File: config.mk
export PLATFORM = sky130hd
export DESIGN_NAME = spi_master_cfg_flat
export DESIGN_NICKNAME = d
export VERILOG_FILES = /design/src/rtl/spi_master_cfg_if.sv /design/src/rtl/spi_master_cfg.sv /design/src/flat_wrapper.sv
export SDC_FILE = /design/constraint.sdc
export NUM_CORES = 1
export LEC_CHECK = 0
export BUFFER_PORTS_ARGS = -buffer_cell sky130_fd_sc_hd__buf_2
export CAP_MARGIN = 0
export CORE_MARGIN = 4
export CORE_UTILIZATION = 58
export CTS_CLUSTER_DIAMETER = 40
export DETAILED_ROUTE_END_ITERATION = 6
export PLACE_DENSITY = 0.76
export SLEW_MARGIN = 20
export SYNTH_ARGS = -nofsm -noshare
export SYNTH_HDL_FRONTEND = slang
export SYNTH_SLANG_ARGS = --single-unit
export TNS_END_PERCENT = 5
File: constraint.sdc
create_clock -name clk -period 3.85 [get_ports clk]
set_clock_uncertainty 0.05 [all_clocks]
set_input_delay 0.1925 -clock clk [delete_from_list [all_inputs] [get_ports clk]]
set_output_delay 0.1925 -clock clk [all_outputs]
set_load 0.02 [all_outputs]
File: src/rtl/spi_master_cfg_if.sv
// Bus bundle for spi_master_cfg: command/config handshake plus the SPI pad signals.
// The master modport is the SPI engine's view; slave is the host/pad side.
interface spi_master_cfg_if #(
    parameter int MAX_BYTES = 8,
    parameter int CS_NUM    = 4,
    parameter int DIV_W     = 8
);
    localparam int DATA_W = MAX_BYTES * 8;
    localparam int LEN_W  = $clog2(MAX_BYTES + 1);
    localparam int CS_W   = (CS_NUM > 1) ? $clog2(CS_NUM) : 1;

    logic              start;
    logic              cfg_cpol;
    logic              cfg_cpha;
    logic              cfg_lsb;
    logic [LEN_W-1:0]  cfg_len;
    logic [CS_W-1:0]   cfg_cs;
    logic [DIV_W-1:0]  cfg_div;
    logic [DATA_W-1:0] tx_data;
    logic              busy;
    logic              done;
    logic              rx_valid;
    logic              clr_rdy;
    logic [DATA_W-1:0] rx_data;
    logic              SPI_SCLK;
    logic              SPI_MOSI;
    logic              SPI_MISO;
    logic [CS_NUM-1:0] SPI_CS;

    modport master (
        input  start, cfg_cpol, cfg_cpha, cfg_lsb, cfg_len, cfg_cs, cfg_div,
        input  tx_data, clr_rdy, SPI_MISO,
        output busy, done, rx_valid, rx_data, SPI_SCLK, SPI_MOSI, SPI_CS
    );

    modport slave (
        output start, cfg_cpol, cfg_cpha, cfg_lsb, cfg_len, cfg_cs, cfg_div,
        output tx_data, clr_rdy, SPI_MISO,
        input  busy, done, rx_valid, rx_data, SPI_SCLK, SPI_MOSI, SPI_CS
    );
endinterface

File: src/rtl/spi_master_cfg.sv
// Runtime-configurable SPI master: CPOL/CPHA modes, bit order, 1..MAX_BYTES per transfer,
// SCLK divider, CS select with lead/lag timing, full-duplex shift engine.
module spi_master_cfg #(
    parameter int MAX_BYTES = 8,
    parameter int CS_NUM    = 4,
    parameter int DIV_W     = 8,
    parameter int CS_LEAD   = 2,
    parameter int CS_LAG    = 2
) (
    input  logic           clk,
    input  logic           rst,
    spi_master_cfg_if.master bus
);
    localparam int DATA_W = MAX_BYTES * 8;
    localparam int LEN_W  = $clog2(MAX_BYTES + 1);
    localparam int CS_W   = (CS_NUM > 1) ? $clog2(CS_NUM) : 1;
    localparam int BIT_W  = $clog2(DATA_W + 1);
    localparam int EDGE_W = $clog2(2 * DATA_W + 1);
    localparam int PH_MAX = (CS_LEAD > CS_LAG) ? CS_LEAD : CS_LAG;
    localparam int PH_W   = (PH_MAX > 1) ? $clog2(PH_MAX) : 1;

    typedef enum logic [1:0] {IDLE, LEAD, XFER, LAG} state_e;

    state_e            state_q;
    logic              cpol_q, cpha_q, lsb_q;
    logic [DIV_W-1:0]  div_q, halfCnt_q;
    logic [BIT_W-1:0]  nBits_q;
    logic [EDGE_W-1:0] edgeCnt_q;
    logic [PH_W-1:0]   phaseCnt_q;
    logic [DATA_W-1:0] txShift_q, rxShift_q, rxData_q;
    logic [CS_NUM-1:0] csN_q;
    logic              sclk_q, mosi_q, busy_q, done_q, rxValid_q;

    logic [LEN_W-1:0]  lenEff;
    logic [BIT_W-1:0]  nBitsIn;
    logic [DATA_W-1:0] txAligned;
    logic [CS_NUM-1:0] csSelN;
    logic              firstBit;
    logic [DATA_W-1:0] txShift_d, rxShift_d, rxFinal;
    logic              headBit_d;
    logic [EDGE_W-1:0] edgeNum, lastEdge;
    logic              halfEnd, sampleEdge, skipShift;

    // MSB-first words are pre-aligned so the next bit out is always the top bit.
    always_comb begin
        lenEff = bus.cfg_len;
        if (bus.cfg_len == '0) begin
            lenEff = LEN_W'(1);
        end else if (bus.cfg_len > LEN_W'(MAX_BYTES)) begin
            lenEff = LEN_W'(MAX_BYTES);
        end
        nBitsIn   = BIT_W'(lenEff) << 3;
        txAligned = bus.cfg_lsb ? bus.tx_data
                                : (bus.tx_data << (BIT_W'(DATA_W) - nBitsIn));
        firstBit  = bus.cfg_lsb ? bus.tx_data[0] : txAligned[DATA_W-1];
        csSelN    = '1;
        for (int i = 0; i < CS_NUM; i++) begin
            csSelN[i] = (bus.cfg_cs != CS_W'(i));
        end
    end

    always_comb begin
        txShift_d  = lsb_q ? (txShift_q >> 1) : (txShift_q << 1);
        headBit_d  = lsb_q ? txShift_d[0] : txShift_d[DATA_W-1];
        rxShift_d  = lsb_q ? {bus.SPI_MISO, rxShift_q[DATA_W-1:1]}
                           : {rxShift_q[DATA_W-2:0], bus.SPI_MISO};
        rxFinal    = lsb_q ? (rxShift_q >> (BIT_W'(DATA_W) - nBits_q)) : rxShift_q;
        halfEnd    = (halfCnt_q == div_q);
        edgeNum    = edgeCnt_q + EDGE_W'(1);
        lastEdge   = EDGE_W'(nBits_q) << 1;
        sampleEdge = edgeNum[0] ^ cpha_q;
        skipShift  = cpha_q ? (edgeNum == EDGE_W'(1)) : (edgeNum == lastEdge);
    end

    always_ff @(posedge clk) begin
        if (rst) begin
            state_q    <= IDLE;
            cpol_q     <= 1'b0;
            cpha_q     <= 1'b0;
            lsb_q      <= 1'b0;
            div_q      <= '0;
            halfCnt_q  <= '0;
            nBits_q    <= '0;
            edgeCnt_q  <= '0;
            phaseCnt_q <= '0;
            txShift_q  <= '0;
            rxShift_q  <= '0;
            rxData_q   <= '0;
            csN_q      <= '1;
            sclk_q     <= 1'b0;
            mosi_q     <= 1'b0;
            busy_q     <= 1'b0;
            done_q     <= 1'b0;
            rxValid_q  <= 1'b0;
        end else begin
            done_q <= 1'b0;
            if (bus.clr_rdy) begin
                rxValid_q <= 1'b0;
            end
            case (state_q)
                IDLE: begin
                    sclk_q <= bus.cfg_cpol;
                    mosi_q <= 1'b0;
                    if (bus.start) begin
                        cpol_q     <= bus.cfg_cpol;
                        cpha_q     <= bus.cfg_cpha;
                        lsb_q      <= bus.cfg_lsb;
                        div_q      <= bus.cfg_div;
                        nBits_q    <= nBitsIn;
                        txShift_q  <= txAligned;
                        rxShift_q  <= '0;
                        mosi_q     <= firstBit;
                        csN_q      <= csSelN;
                        busy_q     <= 1'b1;
                        rxValid_q  <= 1'b0;
                        phaseCnt_q <= '0;
                        state_q    <= LEAD;
                    end
                end
                LEAD: begin
                    if (phaseCnt_q == PH_W'(CS_LEAD - 1)) begin
                        halfCnt_q <= '0;
                        edgeCnt_q <= '0;
                        state_q   <= XFER;
                    end else begin
                        phaseCnt_q <= phaseCnt_q + PH_W'(1);
                    end
                end
                XFER: begin
                    if (halfEnd) begin
                        halfCnt_q <= '0;
                        edgeCnt_q <= edgeNum;
                        sclk_q    <= ~sclk_q;
                        // Sampling uses MISO as seen before the slave reacts to this edge.
                        if (sampleEdge) begin
                            rxShift_q <= rxShift_d;
                        end else if (!skipShift) begin
                            txShift_q <= txShift_d;
                            mosi_q    <= headBit_d;
                        end
                        if (edgeNum == lastEdge) begin
                            phaseCnt_q <= '0;
                            state_q    <= LAG;
                        end
                    end else begin
                        halfCnt_q <= halfCnt_q + DIV_W'(1);
                    end
                end
                LAG: begin
                    if (phaseCnt_q == PH_W'(CS_LAG - 1)) begin
                        csN_q     <= '1;
                        busy_q    <= 1'b0;
                        done_q    <= 1'b1;
                        rxData_q  <= rxFinal;
                        rxValid_q <= ~bus.clr_rdy;
                        state_q   <= IDLE;
                    end else begin
                        phaseCnt_q <= phaseCnt_q + PH_W'(1);
                    end
                end
                default: state_q <= IDLE;
            endcase
        end
    end

    assign bus.busy     = busy_q;
    assign bus.done     = done_q;
    assign bus.rx_valid = rxValid_q;
    assign bus.rx_data  = rxData_q;
    assign bus.SPI_SCLK = sclk_q;
    assign bus.SPI_MOSI = mosi_q;
    assign bus.SPI_CS   = csN_q;
endmodule

File: src/flat_wrapper.sv
// flat-port wrapper written by rule: the top's interface ports become plain ports
module spi_master_cfg_flat 
#(
    parameter int MAX_BYTES = 8,
    parameter int CS_NUM    = 4,
    parameter int DIV_W     = 8,
    parameter int CS_LEAD   = 2,
    parameter int CS_LAG    = 2
)
  (clk, rst, bus_start, bus_cfg_cpol, bus_cfg_cpha, bus_cfg_lsb, bus_cfg_len, bus_cfg_cs, bus_cfg_div, bus_tx_data, bus_clr_rdy, bus_SPI_MISO, bus_busy, bus_done, bus_rx_valid, bus_rx_data, bus_SPI_SCLK, bus_SPI_MOSI, bus_SPI_CS);
  spi_master_cfg_if #(.MAX_BYTES(MAX_BYTES), .CS_NUM(CS_NUM), .DIV_W(DIV_W)) bus_i ();
  input  logic clk;
  input  logic rst;
  input wire logic [$bits(bus_i.start)-1:0] bus_start;
  input wire logic [$bits(bus_i.cfg_cpol)-1:0] bus_cfg_cpol;
  input wire logic [$bits(bus_i.cfg_cpha)-1:0] bus_cfg_cpha;
  input wire logic [$bits(bus_i.cfg_lsb)-1:0] bus_cfg_lsb;
  input wire logic [$bits(bus_i.cfg_len)-1:0] bus_cfg_len;
  input wire logic [$bits(bus_i.cfg_cs)-1:0] bus_cfg_cs;
  input wire logic [$bits(bus_i.cfg_div)-1:0] bus_cfg_div;
  input wire logic [$bits(bus_i.tx_data)-1:0] bus_tx_data;
  input wire logic [$bits(bus_i.clr_rdy)-1:0] bus_clr_rdy;
  input wire logic [$bits(bus_i.SPI_MISO)-1:0] bus_SPI_MISO;
  output wire logic [$bits(bus_i.busy)-1:0] bus_busy;
  output wire logic [$bits(bus_i.done)-1:0] bus_done;
  output wire logic [$bits(bus_i.rx_valid)-1:0] bus_rx_valid;
  output wire logic [$bits(bus_i.rx_data)-1:0] bus_rx_data;
  output wire logic [$bits(bus_i.SPI_SCLK)-1:0] bus_SPI_SCLK;
  output wire logic [$bits(bus_i.SPI_MOSI)-1:0] bus_SPI_MOSI;
  output wire logic [$bits(bus_i.SPI_CS)-1:0] bus_SPI_CS;
  assign bus_i.start = bus_start;
  assign bus_i.cfg_cpol = bus_cfg_cpol;
  assign bus_i.cfg_cpha = bus_cfg_cpha;
  assign bus_i.cfg_lsb = bus_cfg_lsb;
  assign bus_i.cfg_len = bus_cfg_len;
  assign bus_i.cfg_cs = bus_cfg_cs;
  assign bus_i.cfg_div = bus_cfg_div;
  assign bus_i.tx_data = bus_tx_data;
  assign bus_i.clr_rdy = bus_clr_rdy;
  assign bus_i.SPI_MISO = bus_SPI_MISO;
  assign bus_busy = bus_i.busy;
  assign bus_done = bus_i.done;
  assign bus_rx_valid = bus_i.rx_valid;
  assign bus_rx_data = bus_i.rx_data;
  assign bus_SPI_SCLK = bus_i.SPI_SCLK;
  assign bus_SPI_MOSI = bus_i.SPI_MOSI;
  assign bus_SPI_CS = bus_i.SPI_CS;
  spi_master_cfg #(.MAX_BYTES(MAX_BYTES), .CS_NUM(CS_NUM), .DIV_W(DIV_W), .CS_LEAD(CS_LEAD), .CS_LAG(CS_LAG)) u_core (.clk(clk), .rst(rst), .bus(bus_i));
endmodule
# [Word level (Yosys, flattened, before mapping)]
# Cells that the tools add are included.
[totals] inputBits=86 ram_bits=0 output_inout_bits=73 n_memories=0 mem_bits_ro=0 register_bits=234 elab_cells=117 latch_bits=0
[classes] order_cmp=1 eq_ne=17 multipliers=0 addsub=5 div_mod_pow=0 bitwise=4 muxes=52 n_reduce_logical=19 shift=2
[op_table] op="64-bit two-way mux" count=11
[op_table] op="64-bit case mux with 2 select lines" count=2
[op_table] op="64-bit by 7-bit left shift with 64-bit output" count=1
[op_table] op="64-bit by 7-bit >> shifter with 64-bit output" count=1
[op_table] op="8-bit case mux with 2 select lines" count=2
[op_table] op="8-bit two-way mux" count=3
[op_table] op="1-bit two-way mux" count=18
[op_table] op="8-bit by 1-bit adder with 8-bit output, second input constant" count=2
[op_table] op="8-bit equality test" count=2
[op_table] op="4-bit two-way mux" count=4
[op_table] op="7-bit subtractor, first input constant" count=2
[op_table] op="2-bit by 1-bit inequality test with 1-bit output, second input constant" count=6
[op_table] op="2-bit two-way mux" count=5
[op_table] op="2-bit inequality test, second input constant" count=5
[op_table] op="5-bit AND reduction" count=2
[op_table] op="3-bit AND reduction" count=3
[op_table] op="8-bit by 1-bit equality test with 1-bit output, second input constant" count=1
[op_table] op="1-bit case mux with 2 select lines" count=4
[op_table] op="2-bit case mux with 4 select lines" count=1
[op_table] op="4-bit case mux with 2 select lines" count=1
[op_table] op="2-bit AND reduction" count=4
[op_table] op="4-bit AND reduction" count=2
[op_table] op="2-bit nonzero test" count=4
[op_table] op="2-bit equality test, second input constant" count=2
[op_table] op="9 further kinds" count=12

# [Logic depth before layout (Yosys ltp)]
# Gate-level depths: netlist (run 1).
[depth] ltp_word=9 ltp_mapped=14

# [Worst setup path before layout (run 1)]
# Ideal clock, no wire load.
[synth_timing] path_kind="register to register" start="register u_core.nBits_q[3]" end="register u_core.rxData_q[15] (netlist: u_core.bus.rx_data[15])" setup_ps=65 path_stages_with_launch=13 setup_slack_ps=779 required_ps=3735 arrival_time_ps=2955 synth_period_minus_slack_ps=3071 cell_sequence="dfxtp_1 > clkbuf_1 > buf_2 > clkbuf_1 > inv_1 > ha_1 > xnor2_1 > clkbuf_1 > buf_1 > nand2_1 > a21oi_1 > o22ai_1 > nor2_1"
[synth_via] elab_chain_cells=3
[synth_lines] element="start: declaration" line_no="spi_master_cfg.sv:27" source="logic [BIT_W-1:0] nBits_q;"
[synth_lines] element="start signal: assignment" line_no="spi_master_cfg.sv:109" source="nBits_q <= nBitsIn;"
[synth_lines] element="7-bit subtractor" line_no="spi_master_cfg.sv:67" source="rxFinal = lsb_q ? (rxShift_q >> (BIT_W'(DATA_W) - nBits_q)) : rxShift_q;"
[synth_lines] element="64-bit by 7-bit >> shifter with 64-bit output" line_no="spi_master_cfg.sv:67"
[synth_lines] element="64-bit two-way mux" line_no="spi_master_cfg.sv:67"
[synth_lines] element="end signal: assignment" line_no="spi_master_cfg.sv:154" source="rxData_q <= rxFinal;"
[synth_lines] element="end: declaration" line_no="spi_master_cfg.sv:30" source="logic [DATA_W-1:0] txShift_q, rxShift_q, rxData_q;"
# Every way passes these cells.
# A chain may end at the register's enable or synchronous reset.

# [Final worst setup path (run 1)]
[layout_timing] start="register u_core.edgeCnt_q[0]" end="register u_core.txShift_q[22]"
[layout_via] elab_chain_cells=5 elab_cells_between_ends=8 cone_classes="1 x add/sub; 4 x eq/ne; 1 x mux; 1 x bitwise; 1 x reduce/logical"
[layout_lines] element="start: declaration" line_no="spi_master_cfg.sv:28" source="logic [EDGE_W-1:0] edgeCnt_q;"
[layout_lines] element="start signal: assignment" line_no="spi_master_cfg.sv:132" source="edgeCnt_q <= edgeNum;"
[layout_lines] element="8-bit by 1-bit adder with 8-bit output *" line_no="spi_master_cfg.sv:69" source="edgeNum = edgeCnt_q + EDGE_W'(1);"
[layout_lines] element="8-bit equality test / 8-bit by 1-bit equality test with 1-bit output (equally long branches)" line_no="spi_master_cfg.sv:72" source="skipShift = cpha_q ? (edgeNum == EDGE_W'(1)) : (edgeNum == lastEdge);"
[layout_lines] element="1-bit two-way mux" line_no="spi_master_cfg.sv:72"
[layout_lines] element="2-bit inequality test (no source line)"
[layout_lines] element="5-bit AND reduction (no source line) *"
[layout_lines] element="end signal: assignment" line_no="spi_master_cfg.sv:110" source="txShift_q <= txAligned;"
[layout_lines] element="end signal: assignment" line_no="spi_master_cfg.sv:138" source="txShift_q <= txShift_d;"
[layout_lines] element="end: declaration" line_no="spi_master_cfg.sv:30"
# Every way passes the cells marked *; elsewhere a longest branch is shown, timed or not.

==> implementation parameters, run 1 <==
Parameter                              Value

Status
  Run status ... finished with violations
  Failing checks ... design-rule violations

Critical path
  Kind of start point of the critical path ... register
  Worst EP required ... 4.30 ns
  Depth of the worst register-to-register path ... 8
  Critical path capture point type ... register
  Maximum fanout encountered on the critical timing path ... 24
  Arrival time at the worst endpoint ... 3.64 ns
  WS Path Type ... register to register

Synth
  Net count after synthesis ... 2011
  Synth Flop Type ... sky130_fd_sc_hd__dfxtp_1
  Count of distinct cell types in the synthesized netlist ... 78
  FF+latch count, synth ... 234
  Yosys top cell by area ... sky130_fd_sc_hd__dfxtp_1
  Post-Syn Area ... 15510 um^2
  Share of the synthesized area in the top cell type ... 30.21%
  Synthesized area per cell ... 8.098 um^2
  Number of enable flip-flop cells after synthesis ... 0
  Leading post-synthesis cells by cell area ... sky130_fd_sc_hd__dfxtp_1, sky130_fd_sc_hd__mux2i_1, sky130_fd_sc_hd__nand2_1
  Top cells by count, synth ... sky130_fd_sc_hd__nand2_1, sky130_fd_sc_hd__dfxtp_1, sky130_fd_sc_hd__a21oi_1, sky130_fd_sc_hd__mux2i_1, sky130_fd_sc_hd__clkbuf_1
  Yosys warning count ... 0
  Cells after Synth ... 1915
  Async set or reset register ratio after synthesis ... 0%
  Sequential element share of the synthesized area ... 30.21%
  Most frequent cell after synthesis ... sky130_fd_sc_hd__nand2_1

Floorplan
  Chip height ... 171.5 um
  Number of top-level pins ... 159
  Die span in x ... 171.5 um
  Num rows ... 59
  Area of the core ... 26210 um^2
  Die Footprint ... 29420 um^2
  Initial standard-cell utilization of the core ... 59.17%

Placement
  Routability congestion estimate from global placement ... 1.000
  Count of input and output buffers ... 158
  Post-detailed-placement cell area ... 16210 um^2
  Detailed-placement wirelength estimate ... 35480 um
  Cell count after placement ... 2254

Hold path
  Hold/Removal Path Class ... input port to register
  Cell depth of the worst min-delay path ... 3

Clock network
  H-tree lvl count ... 1
  Clock net sink count ... 234
  Clock Path Buffers ... 3
  Clock-pin slew on the worst setup and hold paths ... 0.06 ns
  Post-cts resize count ... 0
  Number of buffers inserted for hold repair after clock tree synthesis ... 19
  Count of buffers added by post-CTS timing repair for setup ... 0
  Buffer cell driving the clock tree root ... sky130_fd_sc_hd__clkbuf_16
  CTS tree ... done
  Later-pin clock latency in the skew report ... 0.57 ns
  Inserted Clock Buffers ... 31

STA
  Setup_tns ... 0 ns
  Number of endpoints failing setup at the final stage ... 0
  Final slew viol count ... 0
  Min cycle time layout ... 3.197 ns
  Unrepaired setup endpoints after global routing ... no
  Fraction of the cycle the final worst path needs ... 83.04%
  Slew headroom ... 28.38%
  Highest achievable clock rate ... 312.8 MHz
  Transition at the pin with the smallest max-transition slack ... 1.074 ns
  Final Hold Vio Count ... 0

Finish
  P&R area growth vs syn ... 12.96%
  Final cell utilization of the core ... 66.84%
  Total Nets Final ... 2067
  Number of standard cells in the layout, taps in and fillers out ... 2331
  Ant diodes ... 0
  Final non-filler cell area ... 17520 um^2
  Layout cell share with drive strength beyond 1 ... 19.19%

Power
  Maximum ir drop on the vdd rail ... 0.0003818 V
  Leak Pwr ... 6.428 nW
  Power Dens Cells ... 588.0 nW/um^2

Global route
  Combined global-route utilization of all metal layers ... 33.85%
  Overflow left after global routing ... 0
  Global Route met3 Usage ... 7.630%
  Peak-usage layer in the global routing report ... met2
  Largest net degree at the start of global routing ... 102
  GR met2 Demand/Resource ... 52.58%
  GR met1 Demand/Resource ... 46.09%
  Antenna violations before repair ... 1
  Wire length of the first global-routing pass ... 81100 um
  Vias in the first global route ... 14.73k

Job
  Maximum capacitance violations ... 0

Route
  ANT nets after route ... 0
  Detailed-route vias per instance ... 6.853
  Iteration-0 DRC count of the detailed router ... 2188
  WL/cell ... 22.47 um
  Total Routed Length ... 52370 um
  Residual DRC count ... 5
  First-pass detailed-route iteration total ... 7
  Vias ... 15.98k
## where the power goes
group / internal (mW) / switching, mW / total (mW)
logic: 1.47 / 2.63 / 4.10
registers: 2.81 / 0.338 / 3.14
clock network: 1.87 / 1.18 / 3.06
## state kept, by name (all words and copies together), names as in the netlist
register,count
u_core.bus.rx_data,64
u_core.rxShift_q,64
u_core.txShift_q,64
u_core.div_q,8
u_core.edgeCnt_q,8
u_core.halfCnt_q,8
u_core.bus.SPI_CS,4
u_core.nBits_q,4
u_core.state_q,2
u_core.bus.SPI_MOSI,1
u_core.bus.SPI_SCLK,1
u_core.bus.busy,1
u_core.bus.done,1
u_core.bus.rx_valid,1
u_core.cpha_q,1
u_core.lsb_q,1
u_core.phaseCnt_q,1
## layout by cell type, fill, tap and decap left out, types with 6 or more instances in the layout
cell type / n
sky130_fd_sc_hd__nor3_1: 16
sky130_fd_sc_hd__and2_1: 8
sky130_fd_sc_hd__dfxtp_1: 232
sky130_fd_sc_hd__clkbuf_16: 32
sky130_fd_sc_hd__o2bb2ai_1: 8
sky130_fd_sc_hd__o221ai_1: 9
sky130_fd_sc_hd__a211o_1: 27
sky130_fd_sc_hd__nand3_1: 109
sky130_fd_sc_hd__o211ai_1: 11
sky130_fd_sc_hd__nand2_1: 381
sky130_fd_sc_hd__a221o_1: 21
sky130_fd_sc_hd__o22ai_1: 25
sky130_fd_sc_hd__o21ai_0: 116
sky130_fd_sc_hd__buf_4: 32
sky130_fd_sc_hd__a211oi_2: 16
sky130_fd_sc_hd__mux4_2: 51
sky130_fd_sc_hd__a21oi_1: 161
sky130_fd_sc_hd__buf_2: 157
sky130_fd_sc_hd__nand2b_1: 11
sky130_fd_sc_hd__mux2i_1: 148
sky130_fd_sc_hd__inv_1: 20
sky130_fd_sc_hd__dlygate4sd3_1: 19
sky130_fd_sc_hd__ha_1: 7
sky130_fd_sc_hd__a32oi_1: 11
sky130_fd_sc_hd__mux2_2: 29
sky130_fd_sc_hd__o22a_1: 7
sky130_fd_sc_hd__nor2_1: 76
sky130_fd_sc_hd__inv_6: 6
sky130_fd_sc_hd__xor2_1: 15
sky130_fd_sc_hd__a221oi_1: 39
sky130_fd_sc_hd__a31oi_1: 38
sky130_fd_sc_hd__nor2b_1: 18
## layout make-up
cell class / count / area (um^2)
Inverter: 26 / 97.59
Tap cell: 335 / 419.2
Multi-Input combinational cell: 1467 / 9936
Sequential cell: 234 / 4692
Timing Repair Buffer: 211 / 1259
Clock buffer: 39 / 857.1
Clock inverter: 19 / 256.5
Fill cell: 2187 / 8690
## final timing paths
check	start	endpoint	slack, ns
max	u_core.edgeCnt_q[0]	u_core.txShift_q[22]	0.65
min	bus_tx_data[5]	u_core.txShift_q[5]	0.03
max reg2reg	u_core.edgeCnt_q[0]	u_core.txShift_q[22]	0.65
min reg2reg	u_core.bus.rx_data[58]	u_core.bus.rx_data[58]	0.40
## cell families (layout without fill, tap and decap cells)
family	Yosys count	after routing	synth area share (%)
simple gates	661	661	18.74
mux	233	233	19.45
xor+xnor	20	20	1.130
compound gates	543	543	23.63
buf+inv	214	295	6.027
flops	234	234	30.21
fa+ha+maj	10	10	0.8068
## routing by layer
layer	up-vias	part of all wire (%)
li1	7162	-
met1	7551	40
met2	1053	44
met3	209	11
met4	0	4.6
met5	-	0
## through the flow
stage	hold slack (ns)	power, mW	worst slack (ns)
2_1_floorplan	0.2210	6.220	0.7794
3_3_place_gp	0.3417	7.098	0.8263
3_5_place_dp	0.3348	7.171	0.7285
4_1_cts	0.002728	10.25	0.7034
5_1_grt	0.01000	10.77	0.4450
6_report	0.02540	10.30	0.6529
## critical path: stages, from the launching register on
cell,delay (ns)
sky130_fd_sc_hd__dfxtp_1,0.55
sky130_fd_sc_hd__ha_1,0.34
sky130_fd_sc_hd__and3_1,0.28
sky130_fd_sc_hd__xnor2_1,0.16
sky130_fd_sc_hd__o211ai_1,0.13
sky130_fd_sc_hd__or4_4,0.68
sky130_fd_sc_hd__nand3_4,0.42
sky130_fd_sc_hd__buf_12,0.27
sky130_fd_sc_hd__mux2i_1,0.22
No activity file was read; power rests on OpenSTA's default activity.
==> inputs of run 2 (changes only) <==
- ABC_AREA: default -> 1
- CORE_UTILIZATION: 58 -> 54
- PLACE_DENSITY: 0.76 -> 0.74
- clock period: 3.85 -> 2.8 ns (I/O delays scaled with it)
==> run 2 against run 1 <==
Compared with the run above:
- via count grew 8.4%
- worst hold slack improved by 0.048 ns
- critical path type unchanged
- die area is 1.8% higher
- sequential share of layout area increased by 0.24 points
- final cell count rose by 22%
- global-route usage rose by 1.4 points
- synthesized area shrank 5.2%
- clock-buffer cell count is 8 higher
- synthesized cell count is 24% higher
- critical path depth up 4
- first-iteration DRC count grew 14%
- the run now ends clean
- clock power rose by 54%
- highest routed layer unchanged
==> implementation parameters, run 2 <==
Parameter                              Value

Synth
  Async set or reset register ratio after synthesis ... 0% (unchanged)
  Top cells by count, synth ... sky130_fd_sc_hd__nand2_1, sky130_fd_sc_hd__o21ai_0, sky130_fd_sc_hd__dfxtp_1, sky130_fd_sc_hd__a21oi_1, sky130_fd_sc_hd__inv_1
  Sequential element share of the synthesized area ... 31.85% (+1.6 points)
  Yosys warning count ... 0 (unchanged)
  Synthesized area per cell ... 6.190 um^2 (-24%)
  Post-Syn Area ... 14710 um^2 (-5.2%)
  Leading post-synthesis cells by cell area ... sky130_fd_sc_hd__dfxtp_1, sky130_fd_sc_hd__nand2_1, sky130_fd_sc_hd__o21ai_0
  Yosys top cell by area ... sky130_fd_sc_hd__dfxtp_1
  Count of distinct cell types in the synthesized netlist ... 40 (-49%)
  Net count after synthesis ... 2472 (+23%)
  Synth Flop Type ... sky130_fd_sc_hd__dfxtp_1
  FF+latch count, synth ... 234 (unchanged)
  Most frequent cell after synthesis ... sky130_fd_sc_hd__nand2_1
  Number of enable flip-flop cells after synthesis ... 0 (unchanged)
  Cells after Synth ... 2376 (+24%)
  Share of the synthesized area in the top cell type ... 31.85% (+1.6 points)

Global route
  Combined global-route utilization of all metal layers ... 35.23% (+1.4 points)
  Wire length of the first global-routing pass ... 86290 um (+6.4%)
  Largest net degree at the start of global routing ... 129 (+26%)
  Overflow left after global routing ... 0 (unchanged)
  Antenna violations before repair ... 0 (-1)
  Vias in the first global route ... 15.68k (+6.5%)

STA
  Number of endpoints failing setup at the final stage ... 0 (unchanged)
  Final slew viol count ... 0 (unchanged)
  Min cycle time layout ... 2.524 ns (-0.6731 ns)
  Unrepaired setup endpoints after global routing ... no
  Slew headroom ... 52.04% (+24 points)
  Fraction of the cycle the final worst path needs ... 90.14% (+7.1 points)
  Highest achievable clock rate ... 396.2 MHz (+27%)
  Final Hold Vio Count ... 0 (unchanged)
  Transition at the pin with the smallest max-transition slack ... 0.7120 ns (-0.3623 ns)
  Setup_tns ... 0 ns (unchanged)

Job
  Maximum capacitance violations ... 0 (unchanged)

Floorplan
  Num rows ... 60 (+1.7%)
  Chip height ... 173.0 um (+0.88%)
  Die Footprint ... 29940 um^2 (+1.8%)
  Initial standard-cell utilization of the core ... 54.72% (-4.5 points)
  Die span in x ... 173.0 um (+0.88%)
  Number of top-level pins ... 159 (unchanged)
  Area of the core ... 26880 um^2 (+2.6%)

Route
  WL/cell ... 19.47 um (-13%)
  ANT nets after route ... 0 (unchanged)
  Residual DRC count ... 0 (-5)
  First-pass detailed-route iteration total ... 6 (-1)
  Vias ... 17.31k (+8.4%)
  Detailed-route vias per instance ... 6.109 (-11%)
  Total Routed Length ... 55190 um (+5.4%)
  Iteration-0 DRC count of the detailed router ... 2505 (+14%)

Finish
  Layout cell share with drive strength beyond 1 ... 12.27% (-6.9 points)
  Number of filler instances in the final layout ... 2547 (+16%)
  Final non-filler cell area ... 17340 um^2 (-1.0%)
  Sequential cell area ... 4686 um^2 (-0.13%)
  P&R area growth vs syn ... 17.89%
  Most frequent standard cell in the layout excluding fill and tap cells ... sky130_fd_sc_hd__nand2_1
  Ant diodes ... 0 (unchanged)
  Area used by multi-input combinational logic ... 8427 um^2 (-15%)
  Total Nets Final ... 2561 (+24%)
  Commonest cells after routing, fill and taps aside ... sky130_fd_sc_hd__nand2_1, sky130_fd_sc_hd__o21ai_0, sky130_fd_sc_hd__dfxtp_1

Clock network
  Buffer cell driving the clock tree root ... sky130_fd_sc_hd__clkbuf_16
  CTS tree ... done
  Clock Path Buffers ... 3 (unchanged)
  Later-pin clock latency in the skew report ... 0.53 ns (-0.04 ns)
  H-tree lvl count ... 2 (+1)
  Inserted Clock Buffers ... 39 (+26%)
  Clock net sink count ... 234 (unchanged)
  Clock-pin slew on the worst setup and hold paths ... 0.06 ns (about the same)

Critical path
  Maximum fanout encountered on the critical timing path ... 5 (-79%)
  Worst EP required ... 3.16 ns (-1.14 ns)
  WS Path Type ... register to register
  Arrival time at the worst endpoint ... 2.89 ns (-0.75 ns)
  Kind of start point of the critical path ... register
  Critical path capture point type ... register

Placement
  Post-detailed-placement cell area ... 15840 um^2 (-2.3%)
  Routability congestion estimate from global placement ... 0.9680 (-3.2%)
  Count of input and output buffers ... 158 (unchanged)
  Detailed-placement wirelength estimate ... 38720 um (+9.1%)

Hold path
  Hold/Removal Path Class ... input port to register

Power
  Switching power summed over all nets ... 9.203 mW (+120%)
  Power Dens Cells ... 1130 nW/um^2 (+92%)
  Sequential group share of total power ... 27.8% (-2.7 points)
  Net Sw Frac ... 46.96% (+6.6 points)
  Maximum ir drop on the vdd rail ... 0.0008772 V (+130%)
  Comb power frac ... 48.1% (+8.3 points)
  Part of the total power dissipated in the clock network ... 24.1% (-5.6 points)
  Cell Int Power ... 10.40 mW (+69%)
  Leak Pwr ... 7.660 nW (+19%)

Status
  Run status ... complete, no violations
## run 2: final timing paths
kind | start | end | slack, ns | cells after the start
worst min register to register | u_core.div_q[7] | u_core.div_q[7] | 0.43 | 2
worst max register to register | u_core.state_q[0] | u_core.bus.SPI_CS[1] | 0.28 | 12
worst min-delay path | bus_cfg_len[0] | u_core.nBits_q[3] | 0.07 | 5
worst max-delay path | u_core.state_q[0] | u_core.bus.SPI_CS[1] | 0.28 | 12
## run 2: kinds of logic after synthesis
family	synth area share, %
buffers and inverters	11.15
muxes	0.06806
AOI/OAI and AO/OA	28.53
adders and majority gates	0.8508
and+or+nand+nor	26.96
DFF	31.85
xor gates and xnor gates	0.5955
## run 2: critical path, cell delays in order (launching register included)
cell and delay, ns:
sky130_fd_sc_hd__dfxtp_1 0.36, sky130_fd_sc_hd__inv_1 0.10, sky130_fd_sc_hd__ha_1 0.26, sky130_fd_sc_hd__inv_1 0.09
sky130_fd_sc_hd__nor2_1 0.07, sky130_fd_sc_hd__a21oi_1 0.14, sky130_fd_sc_hd__buf_4 0.21, sky130_fd_sc_hd__inv_1 0.10
sky130_fd_sc_hd__nor2_4 0.22, sky130_fd_sc_hd__nand2_1 0.12, sky130_fd_sc_hd__o22ai_1 0.11, sky130_fd_sc_hd__dlygate4sd3_1 0.56
sky130_fd_sc_hd__nand2_1 0.04
## run 2: through the flow
step / hold WS, ns / utilization (%) / std cells / setup slack, ns / power (mW)
3_3_place_gp: 0.2679 / 58.93 / 2744 / 0.5358 / 14.30
6_report: 0.07353 / 64.51 / 2834 / 0.2760 / 19.60
5_1_grt: 0.1068 / 64.51 / 2834 / 0.03592 / 20.99
4_1_cts: 0.06234 / 64.48 / 2834 / 0.03586 / 19.31
2_1_floorplan: 0.1798 / - / 2376 / 0.4523 / 11.67
3_5_place_dp: 0.2776 / 58.93 / 2744 / 0.4696 / 14.51
## run 2: repair_timing
item	CTS	global route
hold buffers	21	0
buffers inserted	0	0
endpoints found under the setup margin	0	1
hold endpoints to repair	23	0
resized for setup	0	2
## run 2: routing by layer
layer,global-route usage (%),wire (um),vias to the layer above,share of wire [%]
met5,0,0,-,0
met4,12.64,2065,0,3.7
met3,8.505,6297,129,11
met2,52.65,23560,950,43
met1,49.67,23260,7991,42
li1,-,-,8244,-
## run 2: layout make-up
class                      instances  share of cell area, %
timing repair buffer             238                  9.555
multi-input combinational       1725                  48.60
sequential                       234                  27.03
clock inverter                    22                  1.306
inverter                         227                  4.958
tap                              341                  2.461
clock buffer                      47                  6.091
## run 2: power by group through the flow
stage               Clock (mW)  Sequential [mW]  Combinational (mW)
floorplan                    0             5.22                6.45
global placement             0             5.43                8.87
detailed placement           0             5.45                9.06
CTS                       4.75             5.40                9.17
global route              4.90             5.56                10.5
finish                    4.72             5.45                9.43
